File: src/rtl/arith_pkg.sv
// Shared definitions for the bit-serial arithmetic cells: FSM state encoding
// and the width of the per-operation bit counter.
package arith_pkg;

  typedef enum logic [1:0] {
    ST_IDLE  = 2'd0,
    ST_SHIFT = 2'd1,
    ST_DONE  = 2'd2
  } state_t;

  function automatic int cnt_w(input int w);
    return (w <= 2) ? 1 : $clog2(w);
  endfunction

endpackage

File: src/rtl/full_subtractor.sv
// One-bit full subtractor: diff = a - b - bin, with the borrow into the next bit.
module full_subtractor (
  input  logic a,
  input  logic b,
  input  logic bin,
  output logic diff,
  output logic bout
);

  assign diff = a ^ b ^ bin;
  // Borrow when b exceeds a, or when a==b and a borrow is already pending.
  assign bout = (~a & b) | (~(a ^ b) & bin);

endmodule

File: src/rtl/serial_subtractor.sv
// Bit-serial two's-complement subtractor, LSB first, one bit per clock.
// A start/done handshake is used; the result holds until the next accepted start.
module serial_subtractor
  import arith_pkg::*;
#(
  parameter int WIDTH = 8
) (
  input  logic             clk,
  input  logic             rst,
  input  logic             start,
  input  logic [WIDTH-1:0] minuend,
  input  logic [WIDTH-1:0] subtrahend,
  output logic             ready,
  output logic             done,
  output logic [WIDTH-1:0] difference,
  output logic             borrow_out
);

  localparam int CW = cnt_w(WIDTH);
  localparam logic [CW-1:0] LAST = CW'(WIDTH - 1);

  state_t           state_q, state_d;
  logic [CW-1:0]    cnt;
  logic [WIDTH-1:0] a_sr, b_sr, res_sr;
  logic             borrow;
  logic             d_bit, c_nxt;
  logic             accept, last;

  full_subtractor u_fs (
    .a    (a_sr[0]),
    .b    (b_sr[0]),
    .bin  (borrow),
    .diff (d_bit),
    .bout (c_nxt)
  );

  assign ready  = (state_q == ST_IDLE) || (state_q == ST_DONE);
  assign done   = (state_q == ST_DONE);
  assign accept = ready && start;
  assign last   = (state_q == ST_SHIFT) && (cnt == LAST);

  always_comb begin
    state_d = state_q;
    case (state_q)
      ST_IDLE:  if (start) state_d = ST_SHIFT;
      ST_SHIFT: if (cnt == LAST) state_d = ST_DONE;
      ST_DONE:  state_d = start ? ST_SHIFT : ST_IDLE;
      default:  state_d = ST_IDLE;
    endcase
  end

  always_ff @(posedge clk or posedge rst) begin
    if (rst) state_q <= ST_IDLE;
    else     state_q <= state_d;
  end

  // Datapath: operand capture on accept, one bit consumed per SHIFT cycle.
  always_ff @(posedge clk or posedge rst) begin
    if (rst) begin
      a_sr   <= '0;
      b_sr   <= '0;
      res_sr <= '0;
      borrow <= 1'b0;
      cnt    <= '0;
    end else if (accept) begin
      a_sr   <= minuend;
      b_sr   <= subtrahend;
      borrow <= 1'b0;
      cnt    <= '0;
    end else if (state_q == ST_SHIFT) begin
      a_sr   <= {1'b0, a_sr[WIDTH-1:1]};
      b_sr   <= {1'b0, b_sr[WIDTH-1:1]};
      res_sr <= {d_bit, res_sr[WIDTH-1:1]};
      borrow <= c_nxt;
      cnt    <= cnt + 1'b1;
    end
  end

  // Visible result only moves on the final bit, so it stays stable mid-operation.
  always_ff @(posedge clk or posedge rst) begin
    if (rst) begin
      difference <= '0;
      borrow_out <= 1'b0;
    end else if (last) begin
      difference <= {d_bit, res_sr[WIDTH-1:1]};
      borrow_out <= c_nxt;
    end
  end

endmodule

File: config.mk
export PLATFORM = sky130hd
export DESIGN_NAME = serial_subtractor
export DESIGN_NICKNAME = d
export VERILOG_FILES = /design/src/rtl/arith_pkg.sv /design/src/rtl/full_subtractor.sv /design/src/rtl/serial_subtractor.sv
export SDC_FILE = /design/constraint.sdc
export NUM_CORES = 1
export LEC_CHECK = 0
export ABC_AREA = 1
export CORE_ASPECT_RATIO = 0.75
export CORE_MARGIN = 8
export CORE_UTILIZATION = 55
export DETAILED_ROUTE_END_ITERATION = 10
export DONT_BUFFER_PORTS = 1
export PLACE_DENSITY_LB_ADDON = 0.05
export SLEW_MARGIN = 40
export SYNTH_ARGS = -nofsm -noshare
export SYNTH_HDL_FRONTEND = slang
export SYNTH_HIERARCHICAL = 1
export SYNTH_SLANG_ARGS = --single-unit
File: constraint.sdc
create_clock -name clk -period 1.15 [get_ports clk]
set_input_delay 0.23 -clock clk [delete_from_list [all_inputs] [get_ports clk]]
set_output_delay 0.23 -clock clk [all_outputs]
set_load 0.01 [all_outputs]
==> results of run 1 <==
## cell type report
cell class / count / area share, %
inverters: 35 / 6.51
clock buffers: 7 / 3.98
clock inverters: 1 / 0.231
flip-flops and latches: 38 / 43.9
repair buffers: 19 / 9.05
multi-input cells: 134 / 34.2
well taps: 38 / 2.19
## flip-flops by register name (all words and copies together) (netlist names)
signal      flops
cnt             3
borrow_out      1
b_sr            8
difference      8
a_sr            8
res_sr          7
borrow          1
state_q         2
## placed cells by master (no fill, tap or decap), types with 3 or more instances in the layout
master,Yosys,final
nand2_1,84,76
dfrtp_1,38,37
nand2_4,2,4
buf_6,2,7
o21ai_2,0,5
o21ai_0,9,7
nand2_8,0,3
nor2_1,5,3
nand2_2,2,7
nand3_1,18,16
inv_1,33,28
inv_2,2,4
o21ai_1,7,4
clkbuf_8,0,6
buf_4,0,9
## Yosys cell counts
master | n | area share [%]
nor2_1 | 5 | 1.1
nand2_2 | 2 | 0.73
inv_1 | 33 | 7.2
nand2_4 | 2 | 1.3
nand2_1 | 84 | 18
ha_1 | 2 | 1.5
dfrtp_1 | 38 | 55
o21ai_0 | 9 | 2.6
buf_6 | 2 | 1.3
fa_1 | 1 | 1.2
clkbuf_1 | 3 | 0.65
nand3_1 | 18 | 5.2
buf_2 | 1 | 0.29
o21ai_1 | 7 | 2.0
a21oi_1 | 1 | 0.29
nor2_4 | 1 | 0.65
inv_2 | 2 | 0.44
## final timing paths
| path | slack, ns | to |
|---|---|---|
| max in group asynchronous | 0.52 | state_q[0] |
| max | -0.07 | done |
| max reg2reg | -0.04 | res_sr[7] |
| min in group asynchronous | 0.43 | b_sr[5] |
| min reg2reg | 0.48 | a_sr[7] |
| min | 0.06 | a_sr[7] |
## metrics by stage
stage / area [µm²] / setup WS (ns)
5_1_grt: 2170 / -0.105
4_1_cts: 2060 / -0.0771
3_5_place_dp: 1840 / -0.0996
3_3_place_gp: 1840 / -0.0410
2_1_floorplan: 1730 / 0.0127
6_report: 2170 / -0.0731
## logic make-up after synthesis
kind of cell             count (synthesis)
adder cells (fa/ha/maj)                  3
AND/OR/NAND/NOR                        112
AO/OA/AOI/OAI                           17
flip-flops                              38
buffers and inverters                   41
## layer usage
| layer | track usage [%] | up-vias | share of wire, % |
|---|---|---|---|
| li1 | - | 686 | - |
| met1 | 20.2 | 663 | 45 |
| met2 | 22.9 | 32 | 47 |
| met3 | 5.37 | 7 | 6.8 |
| met4 | 7.47 | 0 | 1.3 |
| met5 | 0 | - | 0 |
## where the power goes
group,internal (mW),leakage [nW],total [mW],switching [mW]
combinational,1.27,0.620,2.96,1.69
sequential,1.97,0.477,2.46,0.495
clock,0.484,0.0482,0.940,0.456
total,3.72,1.14,6.36,2.65
## what timing repair did
| item | in CTS | in global routing |
|---|---|---|
| gates cloned | 2 | 0 |
| gates resized for setup | 13 | 30 |
| setup buffers | 4 | 2 |
| endpoints found under the hold margin | 38 | 0 |
| pin swaps | 7 | 7 |
| hold buffers | 1 | 0 |
| endpoints found under the setup margin | 26 | 35 |
==> key figures, run 1 <==
Status
  – Status: complete, but fails checks
  – Violated checks: setup timing

Worst setup path
  – CP arrival: 0.99 ns
  – CP startpoint: state_q[0]
  – Setup crit start kind: flop
  – Slowest stage cell, crit path: dfrtp_2
  – Critical path depth: 2
  – Crit path max fanout: 5
  – Worst R2R Path Depth: 4
  – CP Data Required Time: just over 0.9 ns
  – Worst setup EP type: output port
  – Cell class contributing the biggest share of worst-path delay: flip-flops
  – Crit path buf inv count: 1
  – Reg-to-Reg Start: b_sr[0]
  – CP max stage delay: ~0.45 ns
  – Worst setup path class: reg2out
  – Cells along the critical path: buf_6, nor2_4

Layout
  – Area of the multi-input gates: approximately 740 µm²
  – Layout cells sized above 1: about a quarter
  – Area Overhead vs Synth: 26.1%
  – Sequential Area: approximately 950 µm²
  – Diode count: 0
  – Finished Layout Cells: 272
  – Fin util: 73.4%
  – Filler cell count in the final layout: between 200 and 250
  – Nets@finish: between 200 and 300

Flow run
  – MaxCap Viol Count: 0

Detailed routing
  – Initial DRT Pass Iterations: 4
  – ANT nets after route: 0
  – Vias: ~1,400
  – Final wirelength: slightly below 4000 µm
  – Routed vias/inst: around 5.1
  – Post-route DRC: 0
  – Wirelength per Cell: 14.3 µm
  – DR iter-0 viols: just over 70

Placement
  – Inst Count DP: about 260
  – I/O Buffers: 0
  – Routability cong.: around 0.75
  – Hpwl dp: about 2600 µm

STA
  – Skew final: around 0.0019 ns
  – Slew margin rel.: between 80% and 90%
  – RSZ-0062 raised after global routing: true
  – Min cycle time layout: between 1 and 1.5 ns
  – Final setup vio count: 10
  – Tcrit/Tclk final: 106%
  – Hold WS: a little under 0.06 ns
  – Peak Freq: between 0.8 and 0.9 GHz
  – Final setup margin: -0.0731 ns
  – Setup tns final: -0.247 ns
  – Slew @ Worst Pin: between 0.2 and 0.25 ns
  – Final hold violation count: 0
  – Count of pins over their slew limit: 0

Synthesis
  – Instance count of the mapped netlist: around 210
  – Compound-cell area share of the yosys netlist: around 4.9%
  – Synth Register Bits: 38
  – Synth Area in XOR/XNOR: 0%
  – Synthesized-area fraction occupied by adder cells: approximately 2.6%
  – Post-synthesis mux area share: 0%
  – Largest family of logic cells by synthesized area: simple AND/OR/NAND/NOR gates
  – Register area share after synthesis: between 50% and 60%
  – Syn Std Cell Area: ~1700 µm²
  – Syn Area/Cell: between 8 and 9 µm²
  – Synth unique cells: 17
  – Syn Nets: around 230
  – Ys Warns: 6
  – Post-synthesis simple-gate area fraction: 27.3%

Pwr
  – Pwr/cell area: 2930 nW/µm²
  – IR drop worst, VDD: about 0.0016 V
  – P_leak: around 1.1 nW
  – Final total power: between 6 and 7 mW

CTS
  – Reg clk slew, reported paths: 0.07 ns
  – CTS tree: done
  – Total CTS buffers: 5
  – CTS H-Tree Depth: 2
  – Clock Sinks: 38
  – Worst-skew pair later-pin latency: approximately 0.29 ns
  – Clock Tree Buf Depth: 2
  – Root Buffer: clkbuf_8

Die
  – Die area: 5200 µm²
  – Starting Density: about three fifths
  – Die Wd: 80.6 µm
  – Core box area: 2960 µm²
  – # rows: 17
  – Die height: 64.5 µm
  – IO Pins: 30

Min path
  – Worst hold path class: in2reg
  – Hold Crit Start: minuend[7]
  – WHS Path Cells: 2

Global route
  – Grt ovf: 0
  – Initial antenna violation count: 0
  – Vias in the first global route: around 1,400
  – Tot GR Track Use: 15.6%
  – First-pass GRT wire length: roughly 6400 µm
  – Largest net degree at the start of global routing: 39
Power figures use the tool's default switching activity.
==> inputs of run 2 (changes only) <==
CORE_UTILIZATION = 47   (was 55)
DONT_BUFFER_PORTS = unset   (was 1)
==> run 2 against run 1 <==
The run still ends with setup timing left. Worst hold slack improved by 0.24 ns. Die area increased by 13%. Sequential cell count unchanged. Critical path depth is 2 higher. Register-to-register slack is essentially flat. Clock skew about the same. Cell area increased by 15%. Count of clock-buffer cells in the layout shrank 2. Routed wire length increased by 4.3%. Worst setup slack improved by 0.022 ns.
==> key figures, run 2 (synthesized netlist as in run 1, its figures left out) <==
CTS
  – Reg clk slew, reported paths: 0.07 ns
  – Clock Sinks: 38
  – CTS H-Tree Depth: 2
  – Worst-skew pair later-pin latency: around 0.28 ns
  – Total CTS buffers: 5
  – Root Buffer: clkbuf_8
  – CTS tree: done
  – Clock Tree Buf Depth: 2

Layout
  – Most frequent cells in the layout: nand2_1 (76), dfrtp_1 (37), inv_1 (27)
  – Finished Layout Cells: around 320
  – Top flop regs: a_sr x8, b_sr x8, difference x8
  – Commonest non-fill, non-tap cell in the layout: nand2_1
  – Diode count: 0
  – Nets@finish: about 290
  – Area Overhead vs Synth: 44.8%
  – Layout cells sized above 1: a little under a third

Worst setup path
  – Reg-to-Reg Start: b_sr[0]
  – CP startpoint: b_sr[0]
  – CP arrival: approximately 1.4 ns
  – Worst R2R Path Depth: 4
  – RR Endpoint: res_sr[7]
  – Worst setup path class: reg2reg
  – Crit path max fanout: 2
  – Reg2reg setup slack: -0.05 ns
  – CP Data Required Time: 1.36 ns
  – Worst setup EP type: flop
  – Crit path to: res_sr[7]
  – Setup crit start kind: flop

Die
  – Die Wd: 85.9 µm
  – Core box area: roughly 3600 µm²
  – Die area: between 5000 and 6000 µm²
  – IO Pins: 30
  – Starting Density: between 40% and 50%
  – # rows: 19
  – Die height: approximately 68 µm

Placement
  – Routability cong.: approximately 0.74
  – I/O Buffers: 29
  – Inst Count DP: between 300 and 400
  – Pre-CTS setup slack: -0.306 ns
  – Hpwl dp: between 2000 and 3000 µm

STA
  – Skew final: about 0.0022 ns
  – Final setup margin: -0.0511 ns
  – Setup tns final: -0.330 ns
  – Peak Freq: roughly 0.83 GHz
  – Slew @ Worst Pin: about 0.21 ns
  – Count of pins over their slew limit: 0
  – Min cycle time layout: ~1.2 ns
  – Hold WS: 0.300 ns
  – Final setup vio count: 11
  – RSZ-0062 raised after global routing: true
  – Tcrit/Tclk final: 104%
  – Slew margin rel.: around 86%
  – Final hold violation count: 0

Pwr
  – IR drop worst, VDD: around 0.0014 V
  – Pwr/cell area: 2610 nW/µm²
  – Final total power: approximately 6.5 mW
  – P_leak: 1.32 nW

Detailed routing
  – Initial DRT Pass Iterations: 4
  – Routed vias/inst: roughly 4.5
  – DR iter-0 viols: 60
  – Vias: between 1,000 and 1,500
  – Wirelength per Cell: 12.6 µm
  – Post-route DRC: 0
  – ANT nets after route: 0
  – Final wirelength: just over 4000 µm

Status
  – Violated checks: setup timing
  – Status: complete, but fails checks

Global route
  – First-pass GRT wire length: between 6000 and 7000 µm
  – Largest net degree at the start of global routing: 39
  – Initial antenna violation count: 0
  – Grt ovf: 0
  – Tot GR Track Use: around 14%
  – Vias in the first global route: around 1,400

Flow run
  – MaxCap Viol Count: 0

Min path
  – Worst hold path class: in2async
## run 2: layout make-up
type	count	area (µm²)
clock buffers	5	68.8
clock inverters	2	10.0
fillers	273	1100
inverters	35	141
multi-input cells	132	703
flip-flops and latches	38	952
well taps	52	65.1
repair buffers	59	552
## run 2: worst min-delay path by stage
stage	end	slack, ns	cells past startpoint
floorplan	a_sr[7]	0.35	2
global placement	a_sr[7]	0.45	2
detailed placement	borrow	0.46	2
CTS	difference[2]	0.31	3
global route	difference[6]	0.35	3
finish	difference[7]	0.30	3
## run 2: report_power, final
group          total [mW]  internal [mW]  switching (mW)  leakage (nW)
combinational        3.33           1.57            1.76         0.795
clock               0.850          0.407           0.444        0.0438
sequential           2.33           1.97           0.362         0.477
total                6.51           3.95            2.56          1.32
## run 2: layer usage
layer  part of all wire [%]  routed length, µm  GRT usage [%]  vias to the layer above
li1                       -                  -              -                      755
met1                     48               1950           17.6                      650
met2                     46               1850           22.6                       35
met3                    5.7                232           4.20                        4
met4                   0.76                 31           4.57                        0
met5                      0                  0              0                        -
## run 2: timing repair
item	4_1_cts	5_1_grt
endpoints found under the setup margin	46	47
cloned	0	1
resized for setup	50	34
pin swaps	5	9
setup buffers	3	9
hold buffers	0	0
## run 2: worst max-delay path, stage by stage, from the launching register on
cell     delay, ns
dfrtp_1       0.37
inv_2         0.05
fa_2          0.56
inv_2         0.03
o21ai_1       0.12
## run 2: through the flow
stage	cell area (µm²)	utilization (%)
6_report	2490	69.4
5_1_grt	2490	69.4
4_1_cts	2360	65.7
3_5_place_dp	2200	61.3
3_3_place_gp	2200	61.3
2_1_floorplan	1730	-
==> inputs of run 3 (changes only) <==
CELL_PAD_IN_SITES_DETAIL_PLACEMENT = 1   (was unset)
CELL_PAD_IN_SITES_GLOBAL_PLACEMENT = 2   (was unset)
CORE_UTILIZATION = 27   (was 47)
==> run 3 against run 2 <==
The flow still finishes with violations (setup timing). Cell area rose by 3.5%. Worst hold slack improved by 0.010 ns. Final cell count rose by 9.0%. Die area grew 57%. Critical path depth did not move. Routed wire length rose by 23%. Count of clock-buffer cells in the layout stayed put. Critical path type unchanged.
==> key figures, run 3 (synthesized netlist as in run 1, its figures left out) <==
Status
  – Status: complete, but fails checks
  – Violated checks: setup timing

Worst setup path
  – CP Data Required Time: 1.37 ns
  – Worst R2R Path Depth: 4
  – Reg2reg setup slack: -0.05 ns
  – Crit path max fanout: 2
  – Worst setup path class: reg2reg
  – RR Endpoint: difference[7]
  – CP arrival: around 1.4 ns
  – Worst setup EP type: flop
  – Reg-to-Reg Start: b_sr[0]
  – Setup crit start kind: flop

Global route
  – Largest net degree at the start of global routing: 39
  – GR peak layer: met2
  – Met1 usage: between 10% and 20%
  – First-pass GRT wire length: roughly 8500 µm
  – Met2 GRT Util: between 15 and 20%
  – Initial antenna violation count: 0
  – Grt ovf: 0
  – GR met3 Demand/Resource: ~2.9%
  – Vias in the first global route: about 1,700
  – Tot GR Track Use: 11.7%

Layout
  – Layout cells sized above 1: between 30% and 40%
  – Most frequent cells in the layout: nand2_1 (67), dfrtp_1 (37), inv_1 (28)
  – Finished Layout Cells: 352
  – Filler cell count in the final layout: about 730
  – Nets@finish: between 200 and 300
  – Top flop regs: a_sr x8, b_sr x8, difference x8
  – Commonest non-fill, non-tap cell in the layout: nand2_1
  – Diode count: 0
  – Area Overhead vs Synth: 49.8%

STA
  – Tcrit/Tclk final: 105%
  – Slew margin rel.: between 80% and 90%
  – RSZ-0062 raised after global routing: true
  – Final hold violation count: 0
  – Slew @ Worst Pin: about 0.25 ns
  – Min cycle time layout: ~1.2 ns
  – Peak Freq: ~0.83 GHz
  – Count of pins over their slew limit: 0
  – Final setup vio count: 30
  – Skew final: 0.00419 ns
  – Final setup margin: -0.0534 ns

Die
  – Die area: ~9200 µm²
  – Die height: between 80 and 90 µm
  – Starting Density: between 20% and 30%
  – Die Wd: about 110 µm
  – IO Pins: 30
  – # rows: 25
  – Core box area: 6220 µm²

Placement
  – I/O Buffers: 29
  – Inst Count DP: ~330
  – Routability cong.: a little under 0.8
  – Hpwl dp: approximately 3200 µm

Detailed routing
  – ANT nets after route: 0
  – Final wirelength: between 4000 and 5000 µm
  – Vias: 1,493
  – Initial DRT Pass Iterations: 4
  – Wirelength per Cell: around 14 µm
  – Routed vias/inst: 4.24
  – Post-route DRC: 0
  – DR iter-0 viols: 32

Pwr
  – P_sw: 2.89 mW
  – P_leak: between 1 and 1.5 nW
  – Switching share of power: roughly two fifths
  – Internal power: ~4.2 mW
  – Clock share of power: about 12%
  – Sequential power share: ~34%
  – Comb pwr share: 54.1%
  – IR drop worst, VDD: 0.000700 V
  – Final total power: 7.08 mW
  – Pwr/cell area: 2740 nW/µm²

CTS
  – CTS tree: done
  – Hold Buf Count CTS: 0
  – Clock Tree Buf Depth: 2
  – CTS H-Tree Depth: 2
  – Total CTS buffers: 5
  – Root Buffer: clkbuf_8
  – Clock Sinks: 38
  – Worst-skew pair later-pin latency: roughly 0.29 ns
  – Reg clk slew, reported paths: 0.08 ns

Flow run
  – MaxCap Viol Count: 0

Min path
  – Worst hold path class: in2async
run 3: cell types whose count changed in the layout (fill, tap and decap cells not counted), sizes merged:
cell	before	now
clkdlybuf4s15	4	1
nand2	88	90
buf	32	33
clkdlybuf4s50	18	17
dlygate4sd2	0	1
run 3: cell type report:
type / instances / area, µm² / area share (%)
Clock buffer: 5 / 68.8 / 2.67
Clock inverter: 2 / 10.0 / 0.388
Inverter: 35 / 139 / 5.39
Multi-Input combinational cell: 134 / 758 / 29.4
Sequential cell: 38 / 952 / 36.9
Tap cell: 81 / 101 / 3.93
Timing Repair Buffer: 57 / 549 / 21.3
run 3: how the worst max path moves through the flow:
stage | slack [ns] | start | endpoint | cells after the start
2_1_floorplan | 0.01 | state_q[0] | a_sr[2] | 7
3_5_place_dp | -0.38 | start | a_sr[1] | 7
5_1_grt | -0.10 | state_q[0] | cnt[1] | 8
4_1_cts | -0.07 | borrow | difference[7] | 4
3_3_place_gp | -0.32 | start | a_sr[1] | 7
6_report | -0.05 | b_sr[0] | difference[7] | 4
run 3: metrics by stage:
stage          TNS, ns  hold slack, ns  util [%]  area (µm²)  worst slack, ns
2_1_floorplan        0           0.347         -        1730           0.0127
3_3_place_gp     -6.37           0.457      35.9        2240           -0.318
3_5_place_dp     -7.27           0.463      35.9        2240           -0.378
4_1_cts         -0.885           0.330      39.5        2460          -0.0710
5_1_grt          -2.55           0.372      41.4        2580           -0.104
6_report        -0.817           0.310      41.4        2580          -0.0534
run 3: timing repair:
item,4_1_cts,5_1_grt
cloned,3,1
endpoints found under the setup margin,49,47
resized for setup,61,36
buffers inserted,4,6
pin swaps,8,5
run 3: layer usage:
metal / vias to the layer above / routed length, µm / share of wire [%]
met3: 7 / 202 / 4.0
met2: 28 / 2240 / 45
li1: 754 / - / -
met4: 0 / 69 / 1.4
met5: - / 0 / 0
met1: 704 / 2480 / 50
run 3: critical path, cell delays in order, from the launching register on:
cell     delay [ns]
dfrtp_1        0.37
inv_2          0.05
fa_1           0.56
inv_2          0.06
o21ai_1        0.11
run 3: power by group through the flow:
stage	clock network, mW	logic, mW	registers (mW)
2_1_floorplan	0	1.60	2.33
3_3_place_gp	0	2.83	2.31
3_5_place_dp	0	2.90	2.34
4_1_cts	0.916	3.39	2.34
5_1_grt	0.982	4.25	2.45
6_report	0.879	3.83	2.37
